[config.mk]
export PLATFORM = sky130hd
export DESIGN_NAME = rgb_status_sequencer
export DESIGN_NICKNAME = d
export VERILOG_FILES = /design/src/rtl/rgb_status_sequencer.sv
export SDC_FILE = /design/constraint.sdc
export NUM_CORES = 1
export LEC_CHECK = 0
export BUFFER_PORTS_ARGS = -buffer_cell sky130_fd_sc_hd__buf_2
export CAP_MARGIN = 30
export CORE_MARGIN = 2
export CORE_UTILIZATION = 40
export DETAILED_ROUTE_END_ITERATION = 10
export SLEW_MARGIN = 10
export SYNTH_ARGS = -nofsm -noshare
export SYNTH_HDL_FRONTEND = slang
export SYNTH_SLANG_ARGS = --single-unit
[constraint.sdc]
create_clock -name clk -period 5.3 [get_ports clk]
set_clock_uncertainty 0.1 [all_clocks]
set_input_delay 1.06 -clock clk [delete_from_list [all_inputs] [get_ports clk]]
set_output_delay 1.06 -clock clk [all_outputs]
set_load 0.01 [all_outputs]
[src/rtl/rgb_status_sequencer.sv]
// -----------------------------------------------------------------------------
// rgb_status_sequencer
//
// Purpose:
//   Status LED controller for the robot. The raw power switch is debounced.
//   A prioritised state machine tracks dock, power, battery and obstacle
//   conditions. The result drives a steady or blinking pattern on the RGB LED,
//   and the current state is exported for the motor/navigation logic.
//
// Parameters:
//   DEB_CYCLES  consecutive differing samples of power before the debounced
//               value flips (>= 1)
//   BLINK_HALF  blink half-period in clock cycles (>= 1)
//   CNT_W       width of the debounce and blink counters; must hold both
//               DEB_CYCLES-1 and BLINK_HALF-1
//
// Ports:
//   clk            in   system clock, rising edge
//   reset          in   synchronous reset, active high
//   power          in   raw power switch, 1 = on (may bounce)
//   batery_status  in   1 = battery OK, 0 = low
//   allSensores    in   1 = all obstacle sensors blocked
//   charger        in   1 = docked on charger
//   out_r/g/b      out  LED drive, 1 = lit
//   state          out  current state encoding
//                       (0 OFF, 1 RUN, 2 BLOCKED, 3 LOW_BAT, 4 CHARGING)
// -----------------------------------------------------------------------------
module rgb_status_sequencer #(
    parameter int unsigned DEB_CYCLES = 16,
    parameter int unsigned BLINK_HALF = 25000000,
    parameter int unsigned CNT_W      = 25
) (
    input  logic       clk,
    input  logic       reset,
    input  logic       power,
    input  logic       batery_status,
    input  logic       allSensores,
    input  logic       charger,
    output logic       out_r,
    output logic       out_g,
    output logic       out_b,
    output logic [2:0] state
);

    typedef enum logic [2:0] {
        ST_OFF      = 3'd0,
        ST_RUN      = 3'd1,
        ST_BLOCKED  = 3'd2,
        ST_LOW_BAT  = 3'd3,
        ST_CHARGING = 3'd4
    } state_e;

    localparam logic [CNT_W-1:0] DEB_MAX   = CNT_W'(DEB_CYCLES - 1);
    localparam logic [CNT_W-1:0] BLINK_MAX = CNT_W'(BLINK_HALF - 1);
    localparam logic [CNT_W-1:0] CNT_ONE   = CNT_W'(1);

    // -------------------------------------------------------------------------
    // Registers and next-state values
    // -------------------------------------------------------------------------
    state_e             state_q,     state_d;
    logic               pwr_db_q,    pwr_db_d;
    logic [CNT_W-1:0]   deb_cnt_q,   deb_cnt_d;
    logic [CNT_W-1:0]   blink_cnt_q, blink_cnt_d;
    logic               phase_q,     phase_d;
    logic               bat_q;

    logic               state_change;

    // -------------------------------------------------------------------------
    // Power debounce: the debounced value flips only after DEB_CYCLES
    // consecutive samples that disagree with it; any agreeing sample restarts
    // the count.
    // -------------------------------------------------------------------------
    // NOTE: every combinational output gets a default first so no path can
    // leave it unassigned and infer a latch.
    always_comb begin
        pwr_db_d  = pwr_db_q;
        deb_cnt_d = deb_cnt_q;
        if (power == pwr_db_q) begin
            deb_cnt_d = '0;
        end else if (deb_cnt_q == DEB_MAX) begin
            pwr_db_d  = power;
            deb_cnt_d = '0;
        end else begin
            deb_cnt_d = deb_cnt_q + CNT_ONE;
        end
    end

    // -------------------------------------------------------------------------
    // Next state: the same priority list applies from every legal state, so
    // the current state only matters for recovering from illegal encodings.
    // The debounced power used here is the registered value, which puts state
    // one edge behind the debounce flip.
    // -------------------------------------------------------------------------
    always_comb begin
        state_d = ST_OFF;
        case (state_q)
            ST_OFF, ST_RUN, ST_BLOCKED, ST_LOW_BAT, ST_CHARGING: begin
                if (charger) begin
                    state_d = ST_CHARGING;
                end else if (!pwr_db_q) begin
                    state_d = ST_OFF;
                end else if (!batery_status) begin
                    state_d = ST_LOW_BAT;
                end else if (allSensores) begin
                    state_d = ST_BLOCKED;
                end else begin
                    state_d = ST_RUN;
                end
            end
            // Encodings 5..7 are unreachable; fall back to OFF if one appears.
            default: state_d = ST_OFF;
        endcase
    end

    assign state_change = (state_d != state_q);

    // -------------------------------------------------------------------------
    // Blink generator: restarts lit on every state entry, then toggles every
    // BLINK_HALF cycles. The counter wraps only through the compare.
    // -------------------------------------------------------------------------
    always_comb begin
        blink_cnt_d = blink_cnt_q;
        phase_d     = phase_q;
        if (state_change) begin
            blink_cnt_d = '0;
            phase_d     = 1'b1;
        end else if (blink_cnt_q == BLINK_MAX) begin
            blink_cnt_d = '0;
            phase_d     = ~phase_q;
        end else begin
            blink_cnt_d = blink_cnt_q + CNT_ONE;
        end
    end

    // -------------------------------------------------------------------------
    // State registers
    // -------------------------------------------------------------------------
    // NOTE: sequential state uses non-blocking assignments so every register
    // samples the pre-edge values regardless of statement order; the reset is
    // synchronous, so it sits inside the clocked block rather than in the
    // sensitivity list.
    always_ff @(posedge clk) begin
        if (reset) begin
            state_q     <= ST_OFF;
            pwr_db_q    <= 1'b0;
            deb_cnt_q   <= '0;
            blink_cnt_q <= '0;
            phase_q     <= 1'b1;
            bat_q       <= 1'b0;
        end else begin
            state_q     <= state_d;
            pwr_db_q    <= pwr_db_d;
            deb_cnt_q   <= deb_cnt_d;
            blink_cnt_q <= blink_cnt_d;
            phase_q     <= phase_d;
            bat_q       <= batery_status;
        end
    end

    // -------------------------------------------------------------------------
    // Output decode: purely from registered values, so the LED pins never see
    // a combinational path from the board inputs. While charging, a full
    // battery shows steady blue; otherwise blue blinks.
    // -------------------------------------------------------------------------
    always_comb begin
        out_r = 1'b0;
        out_g = 1'b0;
        out_b = 1'b0;
        case (state_q)
            ST_RUN:      out_g = 1'b1;
            ST_BLOCKED:  out_r = phase_q;
            ST_LOW_BAT:  out_r = 1'b1;
            ST_CHARGING: out_b = bat_q ? 1'b1 : phase_q;
            default:     ;
        endcase
    end

    assign state = state_q;

endmodule

# [Word level (Yosys, flattened, before mapping)]
# Index checks and enable logic that the tools add are counted.
# Widths: inputs -> output; s select.
[classes] addsub=2 multipliers=0 n_div=0 magnitude_cmp=0 n_eq_ne=8 n_shift=0 n_mux=9 bitwise_logic=2 reduce_logical=6
[op_table] operator="$add 25x1->25 const B" count=2
[op_table] operator="$eq 25x25->1 const B" count=1
[op_table] operator="$eq 25x4->1 const B" count=1
[op_table] operator="$eq 3x2->1 const B" count=2
[op_table] operator="$mux 2" count=3
[op_table] operator="$mux 3" count=2
[op_table] operator="$reduce_or 3->1" count=2
[op_table] operator="$reduce_or 5->1" count=1
[op_table] operator="$eq 3x1->1 const B" count=1
[op_table] operator="$eq 3x3->1 const B" count=1
[op_table] operator="$logic_not 3->1" count=1
[op_table] operator="$mux 1" count=3
[op_table] operator="$ne 3x3->1" count=1
[op_table] operator="$not 1->1" count=2
[op_table] operator="$pmux 1 s2" count=1
[op_table] operator="$reduce_and 2->1" count=1
[op_table] operator="$reduce_or 2->1" count=1
[op_table] operator="$eq 1x1->1" count=1
[totals] ff_bits=56 latch_bits=0 ramBits=0 rom_bits=0 input_bits=6 elab_cells=33 memories=0

# [Depth between registers and ports, before layout]
# Gate-level depths: netlist (run 1).
[logic_depth] ltp_word=7 mapped_depth=6 mapped_depth_nobuf=5

# [Least setup slack after synthesis (run 1)]
# Ideal clock, no wire load.
[synth_path] path_kind="input-to-reg" start="in batery_status" end="reg blink_cnt_q[10]" setup_time_ns=0.132 arrival_time_ns=2.176 required_ns=5.068 path_slack_ns=2.892 stages=5 n_path_buf=1 path_cell_list="nor2b_1 -> and3b_1 -> o311ai_2 -> clkbuf_1 -> nor3_1"
[synth_between] elab_chain_cells=6
[synth_lines] item="start: declaration" line="36" rtl="input logic batery_status,"
[synth_lines] item="$mux 2" line="103" rtl="end else if (!batery_status) begin"
[synth_lines] item="$mux 2" line="101" rtl="end else if (!pwr_db_q) begin"
[synth_lines] item="$mux 3" line="99" rtl="if (charger) begin"
[synth_lines] item="$mux 3" line="97" rtl="case (state_q)"
[synth_lines] item="$ne 3x3->1" line="116" rtl="assign state_change = (state_d != state_q);"
[synth_lines] item="$reduce_or 3->1 (no line)"
[synth_lines] item="end signal: assignment" line="155" rtl="blink_cnt_q <= blink_cnt_d;"
[synth_lines] item="end: declaration" line="63" rtl="logic [CNT_W-1:0] blink_cnt_q, blink_cnt_d;"
# No other way between the ends.
# A chain may end at the register's enable or synchronous reset.

# [Worst setup path after layout (run 1)]
[layout_path] start="reg blink_cnt_q[0]" end="reg blink_cnt_q[7]"
[layout_between] elab_chain_cells=2 elab_cells_between_ends=3
[layout_lines] item="parallel branches: the longest is 2 deep, another holds $add 25x1->25"
# Several ways; the timed one is not identified.

==> results of run 1 <==
## layer usage
layer  track usage  up-vias
met4       0.04403        0
li1              -     1167
met2        0.2755       13
met1        0.1851     1039
met3       0.02857        4
met5             0        -
## registers in the layout (all words and copies together) (netlist names)
register / flops
bat_q: 1
pwr_db_q: 1
state: 3
deb_cnt_q: 25
blink_cnt_q: 25
phase_q: 1
## power breakdown
part           switching [mW]  internal [mW]
Combinational          0.0131        0.00869
Clock                   0.130         0.0904
Sequential            0.00259          0.423
## cells by family after synthesis
group,after synthesis
fa+ha+maj,2
flops,56
compound gates,54
simple gates,149
buf+inv,19
xor+xnor,25
## per-stage QoR
step	instance area [um^2]	setup WS (ps)	total power, mW	utilization
global placement	2818	2457	0.4557	0.4217
CTS	2910	2894	0.6777	0.4356
finish	2910	2932	0.6680	0.4356
detailed placement	2833	2685	0.4577	0.4240
global route	2910	2727	0.6989	0.4356
floorplan	2719	2892	0.4485	-
## how the worst max path moves through the flow
stage                     depth (start not counted)           start              end
after CTS                                         6  blink_cnt_q[0]  blink_cnt_q[14]
after floorplan                                   5   batery_status  blink_cnt_q[10]
after detailed placement                          5   batery_status          phase_q
after global routing                              6  blink_cnt_q[0]  blink_cnt_q[22]
final                                             6  blink_cnt_q[0]   blink_cnt_q[7]
after global placement                            5   batery_status          phase_q
## cell type report
type                    count  area, um^2  area share
multi-input cells         230        1496      0.5142
flip-flops and latches     56        1121      0.3852
well taps                  80       100.1     0.03439
repair buffers             14       85.08     0.02923
clock buffers               6       72.57     0.02494
inverters                   8       30.03     0.01032
clock inverters             1       5.005    0.001720
## worst max-delay path, delay by kind of cell, from the launching register on
| family | cells | cell delay, ps |
|---|---|---|
| and+or+nand+nor | 4 | 1170 |
| DFF | 1 | 410 |
| buffers and inverters | 1 | 340 |
| adders and majority gates | 1 | 230 |
## cell usage in the layout, fill, tap and decap left out, types with 8 or more instances in the layout
cell      netlist  routed
a211oi_1       10      10
a21oi_1        11      11
or3_1          18      18
nor3_1         16      16
xnor2_1        13      13
nor2_1         21      21
dfxtp_1        56      56
nand4_1        14      14
inv_1           8       8
nand2_1        14      14
xor2_1         12      12
nor4_1         10      10
o21ai_0        18      18
buf_2           2      11
or4_1           9       9
nand3_1        15      15
==> summary.md, run 1 <==
| Metric | Value |
|---|---|
| Xor-xnor portion of the synthesized cell area | 0.08053 |
| Worst-path clk slew | roughly 90 ps |
| Fin crit share | 0.4468 |
| CP Max Fanout | 14 |
| Pins Over Slew Limit | 0 |
| Clk buf depth | 2 |
| Clock sink total | 56 |
| Setup tns final | 0 ps |
| Hold path startpoint | deb_cnt_q[0] |
| Hold Crit Depth | 1 |
| Post-synth EDFFs | 0 |
| Mean Syn Cell Area | 8.914 um^2 |
| Post-Synth Adder-Cell Area | 0.009204 |
| Startpoint types | flop |
| Crit Path Category | flop to flop |
| Post-synth ARST share | 0 |
| Via count | 2223 |
| CTS Buf Count | 5 |
| Maximum VDD drop | 0.0001392 V |
| Row cnt | 30 |
| Largest family of logic cells by synthesized area | simple AND/OR/NAND/NOR gates |
| Crit path cell chain | ha_1 -> nand3_1 -> or3_1 -> nor3_2 -> buf_4 -> nor3_1 |
| Vias in the first global route | 2158 |
| Final Setup Violations | 0 |
| Global-route wire length before repair | 9.453 mm |
| Post-synthesis simple-gate area fraction | 0.3254 |
| Port bufs | 11 |
| Crit path largest cell delay | around 620 ps |
| Seq/Total Area, Yosys | 0.4123 |
| DR WL/cell | 13.13 um |
| Yosys warns | 0 |
| Clk_lat worst skew | 300 ps |
| Die area | around 0.0075 mm^2 |
| Mux contribution to synthesized area | 0 |
| Syn_nets | 313 |
| Final nets | 323 |
| Core area | 0.006681 mm^2 |
| Non-Filler Instances | 395 |
| DR top layer | met4 |
| Peak Freq | 422.3 MHz |
| FF-to-FF path depth | 6 |
| Worst rel slew slack | 0.5077 |
| WP data arrival | about 2500 ps |
| DR vias/cell | 5.628 |
| Worst endpoint required time | 5390 ps |
| Routed wire length | 5.187 mm |
| RR Startpoint | blink_cnt_q[0] |
| Initial DRC count | 64 |
| Top post-synthesis cells by area | dfxtp_1 (41%), xnor2_1 (4.2%), or3_1 (4.1%) |
| Final min period | ~2400 ps |
| M1 WL | approximately 2.5 mm |
| Layout cells sized above 1 | 0.1048 |
| GP Congestion | approximately 0.76 |
| Slowest-stage cell, CP | nor3_2 |
| Synthesized area | 0.002719 mm^2 |
| R2r endpoint | blink_cnt_q[7] |
| Worst hold path type | flop to flop |
| Max-cap violations | 0 |
| Dpl hpwl | 3.704 mm |
| Fill cells | 657 |
| Cts hold-fix bufs | 0 |
| Cell taking the most area after synthesis | dfxtp_1 |
| Placed Cells | 388 |
| Most frequent cell after synthesis | dfxtp_1 |
| Die Ht | 86.45 um |
| Die Wd | 86.45 um |
| Synth Flop Type | dfxtp_1 |
| Max H-tree Level | 2 |
| Pre-antenna DRT Iters | 4 |
| CP Capture Type | flop |
| Outcome | complete, no violations |
| WHS | 391.5 ps |
| Initial antenna violation count | 0 |
| Ant diodes | 0 |
| Worst-Margin Slew | 734.4 ps |
| Post-synthesis cell type count | 44 |
| Largest net degree at the start of global routing | 17 |
| Initial core utilization | 0.4069 |
| CTS tree | done |
| Setup slack, reg-to-reg | roughly 2900 ps |
| CTS resizes | 0 |
| Post-synth top cells | dfxtp_1 (56), nor2_1 (21), o21ai_0 (18), or3_1 (18), nor3_1 (16) |
| Leak Pwr | 0.8624 nW |
| GRT Overall Usage | 0.1530 |
| Power Dens Cells | 229.5 mW/mm^2 |
| Fin. Hold Viols | 0 |
| Post-synth top area share | 0.4123 |
| Post-route DRC | 0 |
| Setup Fix Bufs, Post-CTS | 0 |
| Synth Register Bits | 56 |
| RSZ-0062 raised after global routing | no |
| Area delta synth->final | 7.041% |
| Hold Path End | deb_cnt_q[0] |
| DR WL met2 | 2.577 mm |
| Syn Inst Count | 305 |
| Top Ports | 12 |
| Root buf cell | clkbuf_8 |
| Final ANT Viol Nets | 0 |
| Met3 WL | between 100 and 150 um |
| GR Overflow Total | 0 |
| Compound-Gate Fraction of Synth Area | 0.1316 |
(Power assumes the default switching activity.)
==> inputs of run 2 (changes only) <==
==> constraint.sdc (replaced) <==
create_clock -name clk -period 2.3 [get_ports clk]
set_clock_uncertainty 0.1 [all_clocks]
set_input_delay 0.46 -clock clk [delete_from_list [all_inputs] [get_ports clk]]
set_output_delay 0.46 -clock clk [all_outputs]
set_load 0.01 [all_outputs]
==> run 2 against run 1 <==
Effect of this change:
- fmax rose by 9.3%
- final area rose by 2.7%
- clock power rose to 3.2 times the previous value
- die area did not move
- flip-flop and latch count did not move
- first-iteration DRC count fell by 3.1%
- routed wire length rose by 0.83%
- critical path depth fell by 2
- critical path type unchanged
- critical endpoint is now blink_cnt_q[23]
- largest cell class unchanged
==> summary.md, run 2 (synthesized netlist as in run 1, its figures left out) <==
| Metric | Value |
|---|---|
| GP Congestion | 0.7517 (-1.5%) |
| CTS tree | done |
| Worst slack, placed | 185.8 ps (-2499 ps) |
| Routed wire length | 5.230 mm (+0.83%) |
| Maximum VDD drop | 0.0003108 V (+120%) |
| RSZ-0062 raised after global routing | no |
| Top Ports | 12 (unchanged) |
| Fin. Hold Viols | 0 (unchanged) |
| Die area | 0.007473 mm^2 (unchanged) |
| Dpl hpwl | 3.662 mm (-1.1%) |
| Pins Over Slew Limit | 0 (unchanged) |
| CTS resizes | 0 (unchanged) |
| Worst hold path type | input pin to flop |
| Via count | 2226 (+0.13%) |
| Final core utilization | 0.4474 (+0.01180) |
| Setup Fix Bufs, Post-CTS | 0 (unchanged) |
| Fill cells | 667 (+1.5%) |
| Final ANT Viol Nets | 0 (unchanged) |
| Final min period | 2167 ps (-201.0 ps) |
| CP Capture Type | flop |
| Worst-path clk slew | 100 ps (about the same) |
| Die Wd | 86.45 um (unchanged) |
| Largest net degree at the start of global routing | 18 (+1) |
| CP Max Fanout | 9 (-5) |
| Setup ws final | 133.1 ps (-2799 ps) |
| Pre-antenna DRT Iters | 4 (unchanged) |
| Global-route wire length before repair | 9.266 mm (-2.0%) |
| Max-cap violations | 0 (unchanged) |
| Vias in the first global route | 2103 (-2.5%) |
| Crit Path Category | flop to flop |
| Ant diodes | 0 (unchanged) |
| Max H-tree Level | 2 (unchanged) |
| Setup tns final | 0 ps (unchanged) |
| Placed Cells | 393 (+1.3%) |
| Fin crit share | 0.9422 (+0.4954) |
| Row cnt | 30 (unchanged) |
| Clk_lat worst skew | 310 ps (about the same) |
| Total Power | 1.738 mW (+160%) |
| Area delta synth->final | 9.940% |
| Initial core utilization | 0.4069 (unchanged) |
| Leak Pwr | 0.9080 nW (+5.3%) |
| Non-Filler Instances | 401 (+1.5%) |
| Layout cells sized above 1 | 0.1246 (+0.01985) |
| Cts hold-fix bufs | 0 (unchanged) |
| Core area | 0.006681 mm^2 (unchanged) |
| Final nets | 328 (+1.5%) |
| Initial DRC count | 62 (-3.1%) |
| Worst-Margin Slew | 359.9 ps (-374.5 ps) |
| Peak Freq | 461.5 MHz (+9.3%) |
| Final Setup Violations | 0 (unchanged) |
| Worst endpoint required time | 2430 ps (-2960 ps) |
| Outcome | complete, no violations |
| Clock sink total | 56 (unchanged) |
| Worst rel slew slack | 0.7579 (+0.2502) |
| Commonest non-fill, non-tap cell in the layout | dfxtp_1 |
| Power Dens Cells | 581.5 mW/mm^2 (+150%) |
| CTS Buf Count | 5 (unchanged) |
| Root buf cell | clkbuf_8 |
| Most frequent cells in the layout | dfxtp_1 (56), nor2_1 (21), o21ai_0 (18), or3_1 (18), nor3_1 (16) |
| Port bufs | 11 (unchanged) |
| DR vias/cell | 5.551 (-1.4%) |
| Post-route DRC | 0 (unchanged) |
| Clk buf depth | 2 (unchanged) |
| Die Ht | 86.45 um (unchanged) |
| Startpoint types | flop |
| GR Overflow Total | 0 (unchanged) |
| Initial antenna violation count | 0 (unchanged) |
| GRT Overall Usage | 0.1520 (-0.001075) |
| DR WL/cell | 13.04 um (-0.68%) |
| WP data arrival | 2300 ps (-160 ps) |
run 2: metal layers:
metal	vias to the layer above	wire, um	global-route usage
met5	-	0	0
met4	0	101	0.07102
met3	10	118	0.03143
met2	17	2472	0.2455
met1	1029	2537	0.1944
li1	1170	-	-
run 2: stage by stage:
stage                     instance area [um^2]  hold WS (ps)
final                                     2989         252.9
after global routing                      2989         247.7
after global placement                    2863         359.0
after detailed placement                  2863         368.1
after floorplan                           2719         341.4
after CTS                                 2989         239.8
run 2: area by class of cell:
type / instances / area (um^2) / share of cell area
timing repair buffer: 19 / 115.1 / 0.03851
sequential: 56 / 1121 / 0.3751
clock buffer: 7 / 96.34 / 0.03223
tap: 80 / 100.1 / 0.03349
clock inverter: 1 / 30.03 / 0.01005
multi-input combinational: 230 / 1496 / 0.5006
inverter: 8 / 30.03 / 0.01005
run 2: path summary, 6_finish.rpt:
check | cells past startpoint | slack, ps | from | to
setup / recovery | 4 | 130 | blink_cnt_q[12] | blink_cnt_q[23]
hold / removal | 2 | 250 | allSensores | state[0]
setup reg to reg | 4 | 130 | blink_cnt_q[12] | blink_cnt_q[23]
hold reg to reg | 1 | 390 | deb_cnt_q[0] | deb_cnt_q[0]
run 2: worst max-delay path, stage by stage (launching register included):
cell and delay, ps:
dfxtp_1 400, nand4_1 160, or4_1 710, or4_1 470
a211oi_2 250
run 2: report_power, final:
part / leakage, nW / switching, mW / internal, mW
Sequential: 0.452 / 0.00582 / 0.975
Combinational: 0.392 / 0.0302 / 0.0213
Clock: 0.0645 / 0.321 / 0.385
Total: 0.908 / 0.358 / 1.38
